### config.mk
export PLATFORM = sky130hd
export DESIGN_NAME = adc_trigger_capture
export DESIGN_NICKNAME = d
export VERILOG_FILES = /design/src/rtl/adc_trigger_capture.sv
export SDC_FILE = /design/constraint.sdc
export NUM_CORES = 2
export LEC_CHECK = 0
export ABC_AREA = 0
export ABC_CLOCK_PERIOD_IN_PS = 54500
export BUFFER_PORTS_ARGS = -buffer_cell sky130_fd_sc_hd__buf_2
export CORE_AREA = 2 2 572 574
export DETAILED_ROUTE_END_ITERATION = 10
export DIE_AREA = 0 0 574 576
export HOLD_SLACK_MARGIN = 0.1
export PLACE_DENSITY = 0.34
export SLEW_MARGIN = 0
export SYNTH_ARGS = -nofsm -noshare
export SYNTH_HDL_FRONTEND = slang
export SYNTH_SLANG_ARGS = --single-unit
### constraint.sdc
create_clock -name clk -period 54.5 [get_ports clk]
set_input_delay 8.175 -clock clk [delete_from_list [all_inputs] [get_ports clk]]
set_output_delay 8.175 -clock clk [all_outputs]
set_load 0.005 [all_outputs]
### src/rtl/adc_trigger_capture.sv
// Rising-threshold trigger on the live ADC sample. On a crossing it freezes the
// pre-trigger delay vector and streams it as one header + DEPTH sample packet.
module adc_trigger_capture #(
  parameter int DATA_W    = 14,
  parameter int DEPTH     = 100,
  parameter int THRESHOLD = 9000,
  parameter int HOLDOFF   = 16
) (
  input  logic                    clk,
  input  logic                    reset,
  input  logic [DATA_W-1:0]       ADC_IN,
  input  logic [DEPTH*DATA_W-1:0] DelayVec,
  input  logic                    arm,
  input  logic                    out_ready,
  output logic [15:0]             out_data,
  output logic                    out_valid,
  output logic                    out_sop,
  output logic                    out_eop,
  output logic                    busy,
  output logic [15:0]             trig_count,
  output logic [7:0]              missed_count
);

  localparam int IDX_W  = (DEPTH > 1) ? $clog2(DEPTH) : 1;
  localparam int HOLD_W = $clog2(HOLDOFF + 1);

  localparam logic [DATA_W-1:0] THRESH    = DATA_W'(THRESHOLD);
  localparam logic [IDX_W-1:0]  LAST_IDX  = IDX_W'(DEPTH - 1);
  localparam logic [HOLD_W-1:0] HOLD_LOAD = HOLD_W'(HOLDOFF);

  typedef enum logic [1:0] {
    S_IDLE,
    S_ARMED,
    S_STREAM,
    S_HOLDOFF
  } state_t;

  state_t                  state_q,     state_d;
  logic [DATA_W-1:0]       prev_q;
  logic [DEPTH*DATA_W-1:0] snap_q,      snap_d;
  logic [IDX_W-1:0]        idx_q,       idx_d;
  logic [HOLD_W-1:0]       hold_q,      hold_d;
  logic [15:0]             data_q,      data_d;
  logic                    valid_q,     valid_d;
  logic                    sop_q,       sop_d;
  logic                    eop_q,       eop_d;
  logic                    busy_q,      busy_d;
  logic [15:0]             trig_q,      trig_d;
  logic [7:0]              missed_q,    missed_d;

  logic                    crossing;
  logic                    xfer;
  logic [IDX_W-1:0]        word_idx;
  logic [DATA_W-1:0]       sample;

  assign crossing = (ADC_IN >= THRESH) && (prev_q < THRESH);
  assign xfer     = valid_q && out_ready;

  // After the header the first sample shown is idx_q itself; later beats step down.
  assign word_idx = sop_q ? idx_q : (idx_q - IDX_W'(1));
  assign sample   = snap_q[word_idx*DATA_W +: DATA_W];

  // NOTE: every _d gets its hold value first so no path through the case infers a latch.
  always_comb begin
    state_d  = state_q;
    snap_d   = snap_q;
    idx_d    = idx_q;
    hold_d   = hold_q;
    data_d   = data_q;
    valid_d  = valid_q;
    sop_d    = sop_q;
    eop_d    = eop_q;
    trig_d   = trig_q;
    missed_d = missed_q;

    if (crossing && (state_q == S_STREAM || state_q == S_HOLDOFF) && missed_q != 8'hFF) begin
      missed_d = missed_q + 8'd1;
    end

    case (state_q)
      S_IDLE: begin
        if (arm) state_d = S_ARMED;
      end
      S_ARMED: begin
        if (!arm) begin
          state_d = S_IDLE;
        end else if (crossing) begin
          snap_d  = DelayVec;
          trig_d  = trig_q + 16'd1;
          data_d  = {2'b10, trig_q[13:0]};
          valid_d = 1'b1;
          sop_d   = 1'b1;
          eop_d   = 1'b0;
          idx_d   = LAST_IDX;
          state_d = S_STREAM;
        end
      end
      S_STREAM: begin
        if (xfer) begin
          if (eop_q) begin
            valid_d = 1'b0;
            sop_d   = 1'b0;
            eop_d   = 1'b0;
            data_d  = '0;
            hold_d  = HOLD_LOAD;
            state_d = S_HOLDOFF;
          end else begin
            idx_d  = word_idx;
            sop_d  = 1'b0;
            data_d = 16'(sample);
            eop_d  = (word_idx == '0);
          end
        end
      end
      S_HOLDOFF: begin
        hold_d = hold_q - HOLD_W'(1);
        if (hold_q <= HOLD_W'(1)) begin
          hold_d  = '0;
          state_d = arm ? S_ARMED : S_IDLE;
        end
      end
      default: state_d = S_IDLE;
    endcase
  end

  assign busy_d = (state_d == S_STREAM) || (state_d == S_HOLDOFF);

  // NOTE: the snapshot is a wide register, not RAM, so clearing it on reset is cheap and intended.
  always_ff @(posedge clk or posedge reset) begin
    if (reset) begin
      state_q  <= S_IDLE;
      prev_q   <= '0;
      snap_q   <= '0;
      idx_q    <= '0;
      hold_q   <= '0;
      data_q   <= '0;
      valid_q  <= 1'b0;
      sop_q    <= 1'b0;
      eop_q    <= 1'b0;
      busy_q   <= 1'b0;
      trig_q   <= '0;
      missed_q <= '0;
    end else begin
      state_q  <= state_d;
      prev_q   <= ADC_IN;
      snap_q   <= snap_d;
      idx_q    <= idx_d;
      hold_q   <= hold_d;
      data_q   <= data_d;
      valid_q  <= valid_d;
      sop_q    <= sop_d;
      eop_q    <= eop_d;
      busy_q   <= busy_d;
      trig_q   <= trig_d;
      missed_q <= missed_d;
    end
  end

  assign out_data     = data_q;
  assign out_valid    = valid_q;
  assign out_sop      = sop_q;
  assign out_eop      = eop_q;
  assign busy         = busy_q;
  assign trig_count   = trig_q;
  assign missed_count = missed_q;

endmodule

==> results.ini <==
[cells_and_area]
area_growth_pct = 28.1
layout_common_cells = 4495 x nand2_1, 1466 x dfrtp_1, 1457 x buf_2
layout-drive-gt1-share_pct = 24.8
final_util_pct = 26.2
nNetsFinal = 10100
final_common_cell = nand2_1
fill_cells = 35900

[logic_synthesis]
synth_xor_area_share_pct = 0.444
synthAdderAreaFrac_pct = 0.0940
synth_mux_area_share_pct = 10.1
synth.top_cells.by_area = dfrtp_1 55%, nand2_1 25%, mux4_2 9.2%, clkbuf_1 1.9%, nand3_1 1.1%
synth.yosys.seq_area_share_pct = 55.2
synth_top_family_by_area = simple AND/OR/NAND/NOR gates
syn_area_sq_mm = 0.0666
yosys.area_share.simple_pct = 27.9
synth-edff-count = 0
synth-compound-area-share_pct = 3.22
ys_warn_count = 0
synth-main-ff-cell = dfrtp_1
synth_nets = 8839
ys_seq_elements = 1467
yosysTopAreaCellShare_pct = 55.2
synth.largest_area_cell = dfrtp_1
postSynthCellCount = 7416
syn_area_per_cell_sq_um = 8.97
async_reset_ff_share_pct = 100
synth_cell_type_count = 74

[sta]
fin_setup_tns_ns = 0
drv_slew = 0
finalCritPeriodShare_pct = 23.9
finClkSkew_ns = 0.0381
worst_pin_slew_ns = 1.43
max_freq_mhz = 76.8
fin_crit_ns = 13.03
hold_viol = 0
finalSetupViolCount = 0
rsz0062_at_grt = false
relSlewSlack_pct = 4.66
holdWs_ns = 0.468

[floorplan]
coreArea_sq_mm = 0.325
start_util_pct = 20.5
die_width_um = 574
row_count = 210
die_h_um = 576
ios = 1462
dieArea_sq_mm = 0.331

[worst_setup_path]
path_max_fanout = 76
cp_slowest_cell = buf_4
reg2regPathDepth = 10
end_kind = flip-flop
cp-start-kind = input port
worstSetupPathType = input port to flip-flop
critPathBufInv = 6
r2r-end = out_data[9]$_DFFE_PP0P_
cp_slowest_stage_delay_ns = 0.79
path_delay_family = buffers and inverters
crit_path_frequent_cell = buf_4
cp.arrival_ns = 13.82
cp.required_ns = 55.29
path_cells = buf_2 -> o21ai_0 -> a21oi_1 -> o41a_1 -> nand3_4 -> buf_4 -> buf_4 -> buf_4 -> buf_4 -> buf_4 -> nand2_1 -> nand2_1
rrSetupSlack_ns = 48.39
reg2reg_from = out_data[15]$_DFFE_PP0P_

[flow_run]
drv_cap = 0

[clock_tree]
cts_root_buf = clkbuf_16
ctsHtreeMaxLevel = 4
numCtsBuffers = 195
clk_pin_slew_ns = 0.06
cts.sinks = 1467
cts_tree = yes
clkLatencyLatePin_ns = 0.87
ctsLongestPathBuffers = 4
ctsResizeCount = 0
cts_hold_buffers = 0
post-cts-setup-buffers = 0

[power]
total_power_w = 0.00567
p_per_area_mw_per_mm2 = 66.5
vdd_drop_max_mv = 0.0558
leakage_nw = 43.4

[place]
dpl.hpwl_mm = 276
port_buffers = 1457
place_congestion = 0.834

[grt]
antenna_found_initial = 410
grt_pass1_vias = 60600
grt_first_pass_wirelength_mm = 495
grt_max_degree = 214
grt_usage_pct = 21.4
grt-ovfl-total = 0

[route]
routed_wl_mm = 363
drtPass1Iterations = 8
vias = 58900
dr.first_iter.drc_count = 3990
routedWlPerCell_um = 27.3
remaining_drc_errors = 0
ant_nets = 0
via_per_inst = 4.42

[min_path]
min-delay-path-class = flip-flop to flip-flop
hold_start = snap_q[401]$_DFFE_PP0P_
hold_end = snap_q[401]$_DFFE_PP0P_
hold_depth = 2

[run_status]
status = completed

[sequential cells by signal, indices dropped and copies added (netlist names)]
signal        flops
snap_q         1400
trig_count       16
out_data         15
prev_q           11
missed_count      8
idx_q             7
hold_q            5
state_q           2
busy              1
out_eop           1
out_valid         1
[metal layers]
layer	wire length, um	track usage, %	vias to the layer above
met5	1350	0	-
met4	10200	5.32	216
met3	27800	6.62	807
met2	170000	35.2	2068
met1	153000	27.1	29200
li1	-	-	26600
[stage by stage]
| step | cells | area [sq um] | worst slack [ns] |
|---|---|---|---|
| detailed placement | 12900 | 78600 | 40.61 |
| CTS | 13200 | 85000 | 41.56 |
| global route | 13200 | 85100 | 41.13 |
| floorplan | 7416 | 66600 | 4.95 |
| global placement | 12900 | 78600 | 40.59 |
| finish | 13300 | 85300 | 41.47 |
[worst max-delay path by stage]
stage | startpoint | end | slack, ns | depth (start not counted)
floorplan | reset | busy$_DFF_PP0_ | 4.95 | 1
global placement | ADC_IN[3] | snap_q[952]$_DFFE_PP0P_ | 40.59 | 12
detailed placement | ADC_IN[3] | snap_q[966]$_DFFE_PP0P_ | 40.61 | 12
CTS | ADC_IN[3] | snap_q[966]$_DFFE_PP0P_ | 41.56 | 12
global route | ADC_IN[3] | snap_q[300]$_DFFE_PP0P_ | 41.13 | 12
finish | ADC_IN[3] | snap_q[992]$_DFFE_PP0P_ | 41.47 | 12
[cells by family (layout without fill, tap and decap cells)]
logic type	Yosys count	count (layout)
other	1	104
DFF	1467	1467
muxes	328	328
xor gates and xnor gates	32	32
adders and majority gates	5	5
and+or+nand+nor	4800	4800
AOI/OAI and AO/OA	296	296
buffers and inverters	487	1936
[worst reg2reg max path: cells and delay by family, from the launching register on]
kind | cells | cell delay (ns)
AOI/OAI and AO/OA | 4 | 1.54
xor gates and xnor gates | 1 | 0.22
buffers and inverters | 4 | 2.79
DFF | 1 | 0.78
muxes | 1 | 0.67
[area by class of cell]
cell class / count / area, sq um / share of cell area (%)
Antenna cell: 103 / 258 / 0.302
Clock buffer: 286 / 5700 / 6.69
Clock inverter: 56 / 701 / 0.822
Inverter: 10 / 45.0 / 0.0528
Multi-Input combinational cell: 5462 / 28000 / 32.9
Sequential cell: 1467 / 36700 / 43.1
Tap cell: 4346 / 5440 / 6.38
Timing Repair Buffer: 1584 / 8380 / 9.83
[report_power, final]
group / internal [W] / switching, W / leakage (nW)
Clock: 0.000775 / 0.000542 / 3.14
Sequential: 0.00163 / 0.000335 / 18.4
Combinational: 0.000898 / 0.00149 / 21.8
Total: 0.00330 / 0.00237 / 43.4
[Yosys cell counts (24+ instances only)]
library cell	n
nand2_1	4495
dfrtp_1	1467
clkbuf_1	329
mux4_2	273
nand3_1	145
a22oi_1	73
buf_2	73
nand4_1	56
mux2i_1	52
buf_1	44
nor2_1	37
a21oi_1	31
a31oi_1	28
o21ai_0	26
xnor2_1	24
Power figures use the tool's default switching activity.
